`config.mk`:
```
export PLATFORM = sky130hd
export DESIGN_NAME = semaforo_secuenciador
export DESIGN_NICKNAME = d
export VERILOG_FILES = /design/src/rtl/semaforo_pkg.sv /design/src/rtl/ped_req_sync.sv /design/src/rtl/semaforo_secuenciador.sv
export SDC_FILE = /design/constraint.sdc
export NUM_CORES = 1
export LEC_CHECK = 0
export CAP_MARGIN = 10
export CORE_MARGIN = 5
export CORE_UTILIZATION = 54
export DETAILED_ROUTE_END_ITERATION = 16
export PLACE_DENSITY = 0.91
export SLEW_MARGIN = 20
export SYNTH_ARGS = -nofsm -noshare
export SYNTH_HDL_FRONTEND = slang
export SYNTH_SLANG_ARGS = --single-unit
```
`constraint.sdc`:
```
create_clock -name clklf -period 3.6 [get_ports clklf]
set_input_delay 0.72 -clock clklf [delete_from_list [all_inputs] [get_ports clklf]]
set_output_delay 0.72 -clock clklf [all_outputs]
set_load 0.01 [all_outputs]
```
`src/rtl/semaforo_pkg.sv`:
```
`default_nettype none
// ============================================================================
// Module      : semaforo_pkg
// Description : Shared definitions for the intersection phase sequencer.
//               Phase state encodings (also visible on the phase debug port)
//               and the 2-bit light codes reported by the downstream light
//               FSMs.
// Revision    : 1.0 - initial release
// ============================================================================
package semaforo_pkg;

    // Phase encodings. Values 6 and 7 are unused and recover to S_IDLE.
    typedef enum logic [2:0] {
        S_IDLE  = 3'd0,
        S_START = 3'd1,
        S_CLR1  = 3'd2,
        S_A_GRN = 3'd3,
        S_CLR2  = 3'd4,
        S_B_GRN = 3'd5
    } state_t;

    // Light codes driven by the downstream light FSMs.
    localparam logic [1:0] OFF   = 2'b00;
    localparam logic [1:0] RED   = 2'b01;
    localparam logic [1:0] GREEN = 2'b10;
    localparam logic [1:0] ERROR = 2'b11;

endpackage : semaforo_pkg
`default_nettype wire

```
`src/rtl/ped_req_sync.sv`:
```
`default_nettype none
// ============================================================================
// Module      : ped_req_sync
// Description : Pedestrian request front end. Two-flop synchronizer on the
//               asynchronous push button, rising-edge detect, and a pending
//               latch that holds the request until the sequencer grants it.
//               Only built when PED_REQ_EN is defined.
// Ports       : clklf    in  1  low-frequency clock, posedge
//               reset    in  1  synchronous, active-high
//               run      in  1  intersection enable; 0 drops any request
//               ped_req  in  1  raw asynchronous push button
//               grant    in  1  sequencer is serving the request this cycle
//               ped_pend out 1  a request is waiting to be served
// Macro       : PED_REQ_EN (whole module compiled only when defined)
// Revision    : 1.0 - initial release
// ============================================================================
`ifdef PED_REQ_EN
module ped_req_sync (
    input  logic clklf,
    input  logic reset,
    input  logic run,
    input  logic ped_req,
    input  logic grant,
    output logic ped_pend
);

    logic sync1_q, sync2_q, prev_q, pend_q;
    logic pend_d;
    logic rise;

    assign rise = sync2_q & ~prev_q;

    // A grant takes priority over a new edge in the same cycle: that edge is
    // considered served by the grant.
    always_comb begin
        pend_d = pend_q;
        if (!run) begin
            pend_d = 1'b0;
        end else if (grant) begin
            pend_d = 1'b0;
        end else if (rise) begin
            pend_d = 1'b1;
        end
    end

    always_ff @(posedge clklf) begin
        if (reset) begin
            sync1_q <= 1'b0;
            sync2_q <= 1'b0;
            prev_q  <= 1'b0;
            pend_q  <= 1'b0;
        end else begin
            sync1_q <= ped_req;
            sync2_q <= sync1_q;
            prev_q  <= sync2_q;
            pend_q  <= pend_d;
        end
    end

    assign ped_pend = pend_q;

endmodule : ped_req_sync
`endif
`default_nettype wire

```
`src/rtl/semaforo_secuenciador.sv`:
```
`default_nettype none
// ============================================================================
// Module      : semaforo_secuenciador
// Description : Phase sequencer for a vehicle-turn light (A) and a pedestrian
//               light (B). Cycles all-red clearance, A green, all-red
//               clearance, B green. Emits single-cycle change pulses so each
//               downstream light toggles once per phase edge. All outputs are
//               registered alongside the state.
// Ports       : clklf    in  1  low-frequency clock, posedge
//               reset    in  1  synchronous, active-high
//               run      in  1  intersection enable; 0 = lights off
//               ped_req  in  1  pedestrian button (async)
//               en_o     out 1  enable to both light FSMs
//               set_o    out 1  load RED into both light FSMs
//               change_a out 1  toggle pulse, light A
//               change_b out 1  toggle pulse, light B
//               phase    out 3  current state encoding
//               ped_ack  out 1  pulse when a pedestrian request is granted
// Macro       : PED_REQ_EN - B phase only on pedestrian demand; otherwise
//               B always follows CLR2, ped_req is ignored, ped_ack is 0.
// Revision    : 1.0 - initial release
// ============================================================================
module semaforo_secuenciador
    import semaforo_pkg::*;
#(
    parameter int CNT_W = 8,
    parameter int T_CLR = 2,
    parameter int T_A   = 10,
    parameter int T_B   = 8
) (
    input  logic       clklf,
    input  logic       reset,
    input  logic       run,
    input  logic       ped_req,
    output logic       en_o,
    output logic       set_o,
    output logic       change_a,
    output logic       change_b,
    output logic [2:0] phase,
    output logic       ped_ack
);

    // Timer reload values: a state lasting T cycles loads T-1 on entry and
    // exits in the cycle the timer reads zero.
    localparam logic [CNT_W-1:0] C_LD_CLR = CNT_W'(T_CLR - 1);
    localparam logic [CNT_W-1:0] C_LD_A   = CNT_W'(T_A - 1);
    localparam logic [CNT_W-1:0] C_LD_B   = CNT_W'(T_B - 1);

    state_t           state_q, state_d;
    logic [CNT_W-1:0] timer_q, timer_d;
    logic             en_q, en_d;
    logic             set_q, set_d;
    logic             change_a_q, change_a_d;
    logic             change_b_q, change_b_d;
    logic             ped_ack_q, ped_ack_d;
    logic             timer_done;

    assign timer_done = (timer_q == '0);

`ifdef PED_REQ_EN
    logic ped_pend;
    logic ped_grant;

    ped_req_sync u_ped_req_sync (
        .clklf    (clklf),
        .reset    (reset),
        .run      (run),
        .ped_req  (ped_req),
        .grant    (ped_grant),
        .ped_pend (ped_pend)
    );

    assign ped_grant = run && (state_q == S_CLR2) && timer_done && ped_pend;
`else
    logic unused_ped_req;
    assign unused_ped_req = ped_req;
`endif

    always_comb begin
        state_d    = state_q;
        timer_d    = timer_q;
        change_a_d = 1'b0;
        change_b_d = 1'b0;
        ped_ack_d  = 1'b0;

        if (!run) begin
            state_d = S_IDLE;
            timer_d = '0;
        end else begin
            case (state_q)
                S_IDLE: begin
                    state_d = S_START;
                    timer_d = '0;
                end
                S_START: begin
                    state_d = S_CLR1;
                    timer_d = C_LD_CLR;
                end
                S_CLR1: begin
                    if (timer_done) begin
                        state_d    = S_A_GRN;
                        timer_d    = C_LD_A;
                        change_a_d = 1'b1;
                    end else begin
                        timer_d = timer_q - CNT_W'(1);
                    end
                end
                S_A_GRN: begin
                    if (timer_done) begin
                        state_d    = S_CLR2;
                        timer_d    = C_LD_CLR;
                        change_a_d = 1'b1;
                    end else begin
                        timer_d = timer_q - CNT_W'(1);
                    end
                end
                S_CLR2: begin
                    if (timer_done) begin
`ifdef PED_REQ_EN
                        if (ped_pend) begin
                            state_d    = S_B_GRN;
                            timer_d    = C_LD_B;
                            change_b_d = 1'b1;
                            ped_ack_d  = 1'b1;
                        end else begin
                            // No demand: skip B and go straight back to A.
                            state_d    = S_A_GRN;
                            timer_d    = C_LD_A;
                            change_a_d = 1'b1;
                        end
`else
                        state_d    = S_B_GRN;
                        timer_d    = C_LD_B;
                        change_b_d = 1'b1;
`endif
                    end else begin
                        timer_d = timer_q - CNT_W'(1);
                    end
                end
                S_B_GRN: begin
                    if (timer_done) begin
                        state_d    = S_CLR1;
                        timer_d    = C_LD_CLR;
                        change_b_d = 1'b1;
                    end else begin
                        timer_d = timer_q - CNT_W'(1);
                    end
                end
                default: begin
                    state_d = S_IDLE;
                    timer_d = '0;
                end
            endcase
        end

        // Level outputs follow the next state so they line up with it.
        en_d  = (state_d != S_IDLE);
        set_d = (state_d == S_START);
    end

    always_ff @(posedge clklf) begin
        if (reset) begin
            state_q    <= S_IDLE;
            timer_q    <= '0;
            en_q       <= 1'b0;
            set_q      <= 1'b0;
            change_a_q <= 1'b0;
            change_b_q <= 1'b0;
            ped_ack_q  <= 1'b0;
        end else begin
            state_q    <= state_d;
            timer_q    <= timer_d;
            en_q       <= en_d;
            set_q      <= set_d;
            change_a_q <= change_a_d;
            change_b_q <= change_b_d;
            ped_ack_q  <= ped_ack_d;
        end
    end

    assign en_o     = en_q;
    assign set_o    = set_q;
    assign change_a = change_a_q;
    assign change_b = change_b_q;
    assign phase    = state_q;
    assign ped_ack  = ped_ack_q;

endmodule : semaforo_secuenciador
`default_nettype wire

```
==> results.md, run 1 <==
* Number of buffers created by CTS at 3
* Sequential-to-total area share from yosys stat at 40.6%
* FMAX at 467 MHz
* Share of power burned in registers at 56.0%
* Tmin final at 2140 ps
* Worst-skew pair later-pin latency at 290 ps
* Crit end category: primary output
* Ys flop type: dfxtp_1
* Critical Path Source Type: flop
* P&R area growth vs syn at 15.7%
* Leading area contributor after synthesis: dfxtp_1
* DP Wirelength at 1.15 mm
* Placer Congestion at 0.768
* Net Switching at 79.8 µW
* Nets at 97
* Worst-Margin Slew at 706 ps
* Ratio of cells with drive above 1 in the final layout at 10.0%
* GR Overflow Total at 0
* Place WS at 1240 ps
* Die Area at 2210 µm²
* I/O pins at 12
* Mapped cell area at 739 µm²
* Post-layout util at 65.8%
* # port buffers at 9
* Post-Route WL at 1.57 mm
* CP Max Fanout at 12
* Count leader, synth: dfxtp_1
* P_int at 234 µW
* Post-synth cell types at 39
* DRT iter0 DRCs at 26
* Die width at 47.0 µm
* Initial DRT Pass Iterations at 4
* Final Hold Fails at 0
* DRC at 0
* Dominant delay contributor by cell family on the critical path: buffers and inverters
* Post-synth top area share at 40.6%
* Synth warnings at 0
* Post-synthesis async set-or-reset flop share at 0%
* Comb pwr share at 12.8%
* Sw Ratio at 25.4%
* Clock Path Buffers at 2
* Fillers at 110
* Clock-pin transition on the worst setup and hold timing paths at 90 ps
* Finished Cell Area at 856 µm²
* Pwr/cell area at 366 nW/µm²
* Period utilisation layout at 59.5%
* Ranking of synthesized cells by area: dfxtp_1 41%, a21oi_1 4.1%, nor2_1 4.1%, ha_1 3.4%, mux2i_1 2.7%
* Final setup violation count at 0
* Cells resized by post-CTS repair at 0
* Synth Instances at 81
* Clk_skew at 1.52 ps
* Post-route ant nets at 0
* ANT cells at 0
* Site Rows at 13
* CP Class: reg -> out
* CP bufs+invs at 1
* Post-route setup TNS at 0 ps
* WP data required at 2880 ps
* Worst VDD drop at 0.245 mV
* Starting Density at 56.8%
* Outcome: finished, final reports clean
* Arrival time at the worst endpoint at 1420 ps
* CTS Sinks at 15
* HP Class: reg -> reg
* Clk root buf: clkbuf_4
* Critical path's slowest cell: clkdlybuf4s50_1
* Total GRT Usage at 16.1%
* Mapped Nets at 87
* Slew Limit Fails at 0
* RSZ-0062 raised after global routing: no
* Post-route setup slack at 1460 ps
* Syn_area_per_cell at 9.13 µm²
* Post-synth top cells: 15 x dfxtp_1, 8 x nor2_1, 6 x a21oi_1, 4 x nand3_1
* Crit-path cells: clkdlybuf4s50_1
* Largest net degree at the start of global routing at 13
* Initial antenna violation count at 0
* CTS tree: built
* Vias in the first global route at 547
* Via Count at 662
* Hold_buf cts at 0
* Hold Slack at 519 ps
* Wire per inst at 15.0 µm
* Core area at 1300 µm²
* Clk network pwr share at 31.2%
* Max-Cap Viols at 0
* Flop-to-flop setup slack at 1760 ps
* Reported leakage power at 0.000325 µW
* Placed Area at 830 µm²
* #FFs+latches synth at 15
* Number of synthesized flops with an enable pin at 0
* CP max stage delay at 610 ps
* Vias/cell at 6.30
* Setup Buffers After CTS at 0
* H-tree levels at 1
* Height of the die at 47.0 µm
* First-pass GRT wire length at 2.40 mm
* Rel. slew slack at 52.8%
[per-layer routing]
layer | up-vias | global-route usage, % | routed length, µm | part of all wire [%]
met3 | 4 | 5.75 | 138 | 8.8
met4 | 0 | 8.29 | 27 | 1.7
met1 | 309 | 18.1 | 631 | 40
met5 | - | 0 | 0 | 0
li1 | 314 | - | - | -
met2 | 35 | 26.6 | 775 | 49
[flip-flops by register name (all words and copies together) (netlist names)]
signal / count
change_b: 1
change_a: 1
set_o: 1
timer_q: 8
phase: 3
en_o: 1
[cells by family after synthesis]
group / synth area share (%)
AOI/OAI and AO/OA: 16.1
xor gates and xnor gates: 3.55
adders and majority gates: 3.38
buffers and inverters: 4.06
DFF: 40.6
muxes: 2.71
other: 0.507
and+or+nand+nor: 29.1
[cell type report]
type                            count  area (µm²)  share of cell area [%]
Clock buffer                        4        26.3                    3.07
Inverter                            3        11.3                    1.32
Multi-Input combinational cell     59         409                    47.8
Sequential cell                    15         300                    35.1
Tap cell                           15        18.8                    2.19
Timing Repair Buffer                9        90.1                    10.5
[per-stage QoR]
stage               total power (µW)  instances
floorplan                        205         81
global placement                 217        101
detailed placement               219        101
CTS                              315        105
global route                     328        105
finish                           313        105
[cell usage in the layout (no fill, tap or decap), types with 2 or more instances in the layout]
master / n
a21oi_1: 6
clkbuf_4: 3
clkdlybuf4s50_1: 9
dfxtp_1: 15
ha_1: 2
inv_1: 3
mux2i_1: 2
nand2_1: 3
nand3_1: 4
nor2_1: 8
nor3_1: 2
o21ai_0: 3
or3b_2: 2
xnor2_1: 2
[path summary, 6_finish.rpt]
check / to / depth (start not counted) / startpoint
worst min register to register: timer_q[0] / 1 / timer_q[0]
worst max register to register: timer_q[0] / 5 / timer_q[0]
worst max-delay path: phase[0] / 1 / phase[0]
worst min-delay path: timer_q[0] / 1 / timer_q[0]
[power by group through the flow]
| stage | combinational, µW | clock (µW) | sequential [µW] |
|---|---|---|---|
| after floorplan | 28.0 | 0 | 177 |
| after global placement | 38.2 | 0 | 179 |
| after detailed placement | 39.6 | 0 | 179 |
| after CTS | 39.9 | 99.3 | 176 |
| after global routing | 42.8 | 108 | 176 |
| final | 40.2 | 97.7 | 175 |
Power figures use the tool's default switching activity.
==> run 2: changes to the inputs <==
--- a/config.mk
+++ b/config.mk
@@ -7,9 +7,9 @@
 export LEC_CHECK = 0
 export CAP_MARGIN = 10
 export CORE_MARGIN = 5
-export CORE_UTILIZATION = 54
+export CORE_UTILIZATION = 50
 export DETAILED_ROUTE_END_ITERATION = 16
-export PLACE_DENSITY = 0.91
+export PLACE_DENSITY = 0.85
 export SLEW_MARGIN = 20
 export SYNTH_ARGS = -nofsm -noshare
 export SYNTH_HDL_FRONTEND = slang
==> constraint.sdc (replaced) <==
create_clock -name clklf -period 2.2 [get_ports clklf]
set_input_delay 0.44 -clock clklf [delete_from_list [all_inputs] [get_ports clklf]]
set_output_delay 0.44 -clock clklf [all_outputs]
set_load 0.01 [all_outputs]
==> run 2 against run 1 <==
  * Sequential power rose by 64%
  * Setup slack got worse by 1100 ps
  * Via count fell by 2.6%
  * Non-clock buffer count did not move
  * Cell count did not move
  * Register-to-register slack got worse by 1400 ps
  * Core utilization fell by 2.4 points
  * Clock power rose by 62%
  * Critical path depth did not move
  * Wire length rose by 1.1%
  * Final area did not move
  * Critical endpoint unchanged
  * Largest cell class unchanged
  * Highest routed layer unchanged
==> results.md, run 2 (synthesized netlist as in run 1, its figures left out) <==
* Vias/cell at 6.14
* Worst VDD drop at 0.407 mV
* CP max stage delay at 610 ps
* Tmin final at 1880 ps
* Hold Slack at 507 ps
* Arrival time at the worst endpoint at 1440 ps
* FF-to-FF path depth at 5
* Clk_skew at 10.1 ps
* Setup Buffers After CTS at 0
* Worst Min Path Start: timer_q[0]
* CTS Sinks at 15
* DP Wirelength at 1.16 mm
* # port buffers at 9
* HP Class: reg -> reg
* DRC at 0
* Die width at 48.5 µm
* Worst-Margin Slew at 676 ps
* Slew Limit Fails at 0
* Reg-to-Reg Start: timer_q[0]
* Ratio of cells with drive above 1 in the final layout at 10.0%
* I/O pins at 12
* Max-Cap Viols at 0
* Max reg flops at 8
* Final Hold Fails at 0
* Most frequent cells in the layout: 15 x dfxtp_1, 9 x clkdlybuf4s50_1, 8 x nor2_1
* GR Overflow Total at 0
* Height of the die at 48.5 µm
* Critical Path Source Type: flop
* Pwr/cell area at 595 nW/µm²
* Hold_buf cts at 0
* Crit end category: primary output
* Post-route setup TNS at 0 ps
* Via Count at 645
* Total GRT Usage at 14.5%
* First-pass GRT wire length at 2.70 mm
* CP Max Fanout at 12
* Crit-path cells: clkdlybuf4s50_1
* Placed cells at 101
* Worst-skew pair later-pin latency at 290 ps
* Wire per inst at 15.1 µm
* Rel. slew slack at 54.8%
* Clk root buf: clkbuf_4
* Largest net degree at the start of global routing at 13
* Cells resized by post-CTS repair at 0
* Flop-to-flop setup slack at 400 ps
* Final non-filler cell total at 105
* DRT iter0 DRCs at 15
* Reg2reg end: timer_q[2]
* CP Class: reg -> out
* Reported leakage power at 0.000325 µW
* Clock-pin transition on the worst setup and hold timing paths at 90 ps
* ANT cells at 0
* CP bufs+invs at 1
* Post-Route WL at 1.59 mm
* Post-layout util at 63.4%
* Period utilisation layout at 85.6%
* Outcome: finished, final reports clean
* Largest Register: timer_q
* Die Area at 2350 µm²
* FMAX at 531 MHz
* Critical path's slowest cell: clkdlybuf4s50_1
* Hold Path End: timer_q[0]
* Clock Path Buffers at 2
* Hold depth at 1
* Vias in the first global route at 578
* H-tree levels at 1
* Final setup violation count at 0
* Initial DRT Pass Iterations at 4
* Site Rows at 13
* Number of buffers created by CTS at 3
* Dominant delay contributor by cell family on the critical path: buffers and inverters
* Core area at 1350 µm²
* WP data required at 1760 ps
* Commonest non-fill, non-tap cell in the layout: dfxtp_1
* Post-route ant nets at 0
* RSZ-0062 raised after global routing: no
* Starting Density at 54.8%
* Nets at 97
* CTS tree: built
* Placer Congestion at 0.790
* P&R area growth vs syn at 15.7%
* Initial antenna violation count at 0
[run 2: power breakdown]
part / leakage, µW / internal, µW / total [µW] / switching (µW)
clock network: 0.0000150 / 70.6 / 158 / 87.0
logic: 0.000189 / 33.6 / 64.6 / 30.9
registers: 0.000122 / 278 / 287 / 9.42
total: 0.000325 / 382 / 510 / 127
[run 2: per-layer routing]
| metal | global-route usage, % | vias to the layer above | part of all wire [%] |
|---|---|---|---|
| li1 | - | 318 | - |
| met1 | 17.4 | 308 | 45 |
| met2 | 22.4 | 14 | 48 |
| met3 | 5.20 | 5 | 4.3 |
| met4 | 7.62 | 0 | 2.1 |
| met5 | 0 | - | 0 |
[run 2: through the flow]
stage	total power, µW	cell area [µm²]	worst slack (ps)
5_1_grt	537	856	238
3_5_place_dp	357	830	74.1
6_report	510	856	316
4_1_cts	512	856	316
3_3_place_gp	355	830	135
2_1_floorplan	336	739	549
[run 2: final cells by class]
| type | count | area, µm² |
|---|---|---|
| clock buffers | 4 | 26.3 |
| repair buffers | 9 | 90.1 |
| flip-flops and latches | 15 | 300 |
| well taps | 15 | 18.8 |
| multi-input cells | 59 | 409 |
| fillers | 121 | 494 |
| inverters | 3 | 11.3 |
[run 2: how the worst max path moves through the flow]
stage               startpoint         end  slack (ps)  cells past startpoint
finish                phase[0]    phase[0]         320                      1
global placement           run  timer_q[1]         140                      4
detailed placement         run  timer_q[2]          70                      4
CTS                   phase[0]    phase[0]         320                      1
global route          phase[0]    phase[0]         240                      1
floorplan           timer_q[0]  timer_q[1]         550                      5
==> variant 1 (flow settings as in run 2) <==
The option `PED_REQ_EN` is turned on by a define.
--- a/src/rtl/ped_req_sync.sv
+++ b/src/rtl/ped_req_sync.sv
@@ -14,6 +14,8 @@
 // Macro       : PED_REQ_EN (whole module compiled only when defined)
 // Revision    : 1.0 - initial release
 // ============================================================================
+`define PED_REQ_EN
+
 `ifdef PED_REQ_EN
 module ped_req_sync (
     input  logic clklf,
Behaviour: no difference found for any inputs over 10 cycles, from zero or initial values and one cycle with reset high; that may be too few to reach the edited logic, so the function may still have changed.
==> variant 1 against run 2 <==
Total power is 43% higher; area after synthesis increased by 25%; final area is 29% higher; global-route usage up 0.59 points; hold slack worse by 0.071 ns; worst setup slack worse by 0.051 ns; register-to-register slack better by 0.18 ns; wire length grew 8.6%; sequential cell count is 5 higher; critical endpoint is now phase[2]; largest cell class unchanged.
==> variant 1: results (changes against run 2) <==
Power
  – Max IR drop VDD: 0.0004602 V (+13%)
  – Pleak: 0.4328 nW (+33%)

Finish
  – Fillers: 153 (+26%)
  – Nets: 119 (+23%)
  – Max reg flops: 8 (unchanged)
  – Share of layout cells above drive strength 1: 0.1429 (+0.04286)

Clocking
  – Root Driver: clkbuf_4
  – Worst-Skew Late Latency: around 0.30 ns
  – Reg clk slew, reported paths: 0.11 ns (+0.02 ns)
  – Max Root-Sink Buffers: 2 (unchanged)

Place
  – Port bufs: 11 (+2)
  – Place WS: 0.3712 ns (+0.2971 ns)
  – DP HPWL: 1272 um (+9.3%)
  – GP Congestion: 0.8397 (+6.3%)

Critical path
  – R2R Setup Slk: 0.58 ns (+0.18 ns)
  – FF-to-FF End: phase[1]
  – CP Launch Point: phase[2]
  – R2R depth: 6 (+1)
  – Crit path to: phase[2]
  – Crit path arrival time: 1.49 ns (+0.05 ns)
  – Crit Path Max Fanout: 13 (+1)
  – Worst path max stage delay: 0.62 ns

Timing
  – Final hold slack: 0.4364 ns (-0.07100 ns)
  – Worst slew pin tran: 0.5153 ns (-0.1607 ns)
  – Final min period: 1.935 ns (+0.05099 ns)
  – Worst clock skew: 0.006110 ns (-0.004004 ns)

Synth
  – Mux contribution to synthesized area: 0 (-0.02707)
  – Synth area leaders: dfxtp_1, a21oi_1, nor2b_1, nor2_1, o21ai_0
  – Synth Area in Adders: 0.02717 (-0.006667)
  – Syn_nets: 106 (+22%)
  – Seq/Total Area, Yosys: 0.4348 (+0.02869)
  – Xor/xnor share of the synthesized area: 0.04755 (+0.01202)
  – Synth Area in Compound Gates: 0.1291 (-0.03167)
  – Unique cell type count in the Yosys netlist: 36 (-7.7%)
  – Top cells by count, synth: dfxtp_1, nor2_1, a21oi_1

Route
  – Vias per inst: 5.365 (-13%)
  – WL/cell: 12.61 um (-17%)
  – Iter 0 DRT Violations: 22 (+7)

Global routing
  – Largest net degree at the start of global routing: 14 (+1)
  – GRT Util Overall: 0.1511 (+0.005930)
  – Vias in the first global route: 640 (+11%)
  – Global-route wire length before repair: 2987 um (+10%)

Outcome
  – Outcome: finished, final reports clean
==> variant 1: changes by cell type after synthesis, moves of 3 or more <==
| cell | change |
|---|---|
| and3_1 | +3 |
| dfxtp_1 | +5 |
| nor2b_1 | +5 |
| o21ai_0 | +3 |
==> variant 1: how the worst min path moves through the flow <==
stage,from,to,cells past startpoint
floorplan,u_ped_req_sync.sync2_q,u_ped_req_sync.prev_q,2
global placement,u_ped_req_sync.sync2_q,u_ped_req_sync.prev_q,2
detailed placement,u_ped_req_sync.sync2_q,u_ped_req_sync.prev_q,2
CTS,u_ped_req_sync.sync2_q,u_ped_req_sync.prev_q,2
global route,u_ped_req_sync.sync2_q,u_ped_req_sync.prev_q,2
finish,u_ped_req_sync.sync2_q,u_ped_req_sync.prev_q,2
==> variant 1: through the flow <==
step,total power [mW],instance area [sq um],util,std cells
6_report,0.7309,1106,0.6337,137
5_1_grt,0.7692,1106,0.6337,137
4_1_cts,0.7417,1106,0.6337,137
3_5_place_dp,0.4431,1054,0.6036,133
3_3_place_gp,0.4413,1054,0.6036,133
2_1_floorplan,0.4216,920.9,-,100
==> variant 1: metal layers <==
layer  GRT usage  part of all wire
met3     0.02535             0.057
met4      0.1021             0.029
met2      0.2169              0.46
met5           0                 0
met1      0.2042              0.45
==> variant 1: where the power goes <==
group / total [mW] / switching (mW) / internal [mW] / leakage (nW)
clock network: 0.296 / 0.111 / 0.184 / 0.0279
logic: 0.0584 / 0.0289 / 0.0295 / 0.242
registers: 0.377 / 0.00715 / 0.370 / 0.163
==> variant 1: logic make-up (layout without fill, tap and decap cells) <==
family / count (synthesis) / in the layout
buf+inv: 8 / 20
xor+xnor: 5 / 5
compound gates: 21 / 21
simple gates: 44 / 44
fa+ha+maj: 2 / 2
flops: 20 / 20
==> variant 1: area by class of cell <==
cell class	count	share of cell area
Tap cell	25	0.02828
Sequential cell	20	0.3620
Timing Repair Buffer	12	0.1063
Multi-Input combinational cell	72	0.4423
Clock buffer	3	0.02036
Clock inverter	1	0.02715
Inverter	4	0.01357
==> variant 2 (flow settings as in run 2) <==
Without the edit above. `CNT_W`: 8 -> 6.
--- a/src/rtl/semaforo_secuenciador.sv
+++ b/src/rtl/semaforo_secuenciador.sv
@@ -23,7 +23,7 @@
 module semaforo_secuenciador
     import semaforo_pkg::*;
 #(
-    parameter int CNT_W = 8,
+    parameter int CNT_W = 6,
     parameter int T_CLR = 2,
     parameter int T_A   = 10,
     parameter int T_B   = 8
Function: no difference found for any inputs over 10 cycles, from zero or initial values and one cycle with reset high; that may be too few to reach the edited logic, so the function may still have changed.
==> variant 2 against run 2 <==
Sequential cell count down 2; final area is 12% lower; worst setup slack improved by 0.074 ns; wire length fell by 23%; register-to-register slack improved by 0.27 ns; die area is 11% lower; total power shrank 15%; area after synthesis decreased by 14%; critical endpoint is now phase[1].
==> variant 2: results (changes against run 2) <==
Outcome
  – Outcome: finished, final reports clean

Place
  – GP Congestion: 0.7553 (-4.4%)
  – Port bufs: 9 (unchanged)
  – DP HPWL: 900.5 um (-23%)

Clocking
  – Reg clk slew, reported paths: 0.07 ns (-0.02 ns)
  – CTS H-tree lvls: 1 (unchanged)
  – TritonCTS Buffers: 3 (unchanged)
  – Worst-Skew Late Latency: 0.27 ns (-0.02 ns)
  – Post-CTS sizing: 0 (unchanged)
  – Max Root-Sink Buffers: 2 (unchanged)

Finish
  – N_diodes: 0 (unchanged)
  – Fillers: 104 (-14%)
  – Share of layout cells above drive strength 1: 0.1125 (+0.01250)
  – Nets: 87 (-10%)
  – Max reg flops: 6 (-2)

Synth
  – Synth area leaders: dfxtp_1, mux2i_1, a21oi_1, ha_1, nor2_1
  – Top cells by count, synth: dfxtp_1, nor2_1, a21oi_1
  – Unique cell type count in the Yosys netlist: 32 (-18%)
  – Syn_nets: 75 (-14%)
  – Seq/Total Area, Yosys: 0.4103 (+0.004165)

Critical path
  – Cell family with most CP delay: buffers and inverters
  – R2R depth: 6 (+1)
  – CP max stage cell: clkdlybuf4s50_1
  – Crit Path Max Fanout: 8 (-4)

Route
  – Via count: 520 (-19%)
  – Iter 0 DRT Violations: 12 (-3)
  – Drt total wl: 1223 um (-23%)

Global routing
  – GRT Util Overall: 0.1402 (-0.004982)
  – Global-route wire length before repair: 2001 um (-26%)
  – Largest net degree at the start of global routing: 10 (-3)
  – Initial antenna violation count: 0 (unchanged)
  – Vias in the first global route: 443 (-23%)

Timing
  – Final hold violations: 0 (unchanged)
  – Worst clock skew: 0.0006763 ns (-0.009437 ns)

Worst hold path
  – Hold path cells: 2 (+1)

Power
  – Sw frac: 0.2328 (-0.01716)
  – Pleak: 0.2984 nW (-8.3%)
  – Max IR drop VDD: 0.0004209 V (+3.4%)
==> variant 2: changes by cell type after synthesis, sizes merged, moves of 2 or more <==
| cell | run 2 | this run |
|---|---|---|
| o21ai | 3 | 1 |
| nand3 | 4 | 2 |
| or4b | 3 | 0 |
| nand2 | 3 | 5 |
| dfxtp | 15 | 13 |
| and3 | 0 | 3 |
| nor3 | 2 | 4 |
| clkbuf | 3 | 1 |
| or3b | 2 | 0 |
==> variant 2: stage by stage <==
step | power, mW | hold slack [ns] | cell area (sq um) | std cells | setup slack (ns)
after CTS | 0.4440 | 0.5557 | 757.0 | 94 | 0.3665
after global placement | 0.2975 | 0.5137 | 730.7 | 90 | 0.4439
final | 0.4351 | 0.5493 | 757.0 | 94 | 0.3901
after global routing | 0.4580 | 0.5769 | 757.0 | 94 | 0.3224
after floorplan | 0.2826 | 0.4881 | 634.4 | 69 | 0.8393
after detailed placement | 0.2988 | 0.5408 | 730.7 | 90 | 0.4048
==> variant 2: cell type report <==
cell class                 count  share of cell area
clock buffer                   4             0.03471
inverter                       4             0.01983
multi-input combinational     50              0.4595
sequential                    13              0.3438
tap                           14             0.02314
timing repair buffer           9              0.1190
==> variant 2: layer usage <==
layer,global-route usage,up-vias,part of all wire
met5,0,-,0
met4,0.05263,0,0.0033
met3,0.05929,2,0.063
met2,0.2256,16,0.51
met1,0.1631,236,0.42
li1,-,266,-
==> variant 2: power by group through the flow <==
stage | sequential [mW] | clock (mW) | combinational [mW]
global placement | 0.251 | 0 | 0.0465
finish | 0.246 | 0.141 | 0.0480
CTS | 0.246 | 0.150 | 0.0481
detailed placement | 0.251 | 0 | 0.0475
global route | 0.247 | 0.158 | 0.0528
floorplan | 0.251 | 0 | 0.0315
==> variant 2: worst paths after layout <==
kind | startpoint | endpoint | slack (ns)
min | timer_q[5] | timer_q[5] | 0.55
min reg2reg | timer_q[5] | timer_q[5] | 0.55
max reg2reg | timer_q[0] | phase[1] | 0.67
max | phase[1] | phase[1] | 0.39
==> variant 2: kinds of logic after synthesis <==
kind of cell / Yosys count / share of synthesized area
AOI/OAI and AO/OA: 14 / 0.1598
xor gates and xnor gates: 3 / 0.04143
adders and majority gates: 2 / 0.03944
buffers and inverters: 6 / 0.04141
DFF: 13 / 0.4103
muxes: 3 / 0.04734
other: 1 / 0.005911
and+or+nand+nor: 27 / 0.2544
==> variant 2: worst reg2reg max path, delay by kind of cell, from the launching register on <==
family                   cells  cell delay, ns
adder cells (fa/ha/maj)      1            0.17
AND/OR/NAND/NOR              2            0.46
buffers and inverters        1            0.12
flip-flops                   1            0.31
AO/OA/AOI/OAI                2            0.35
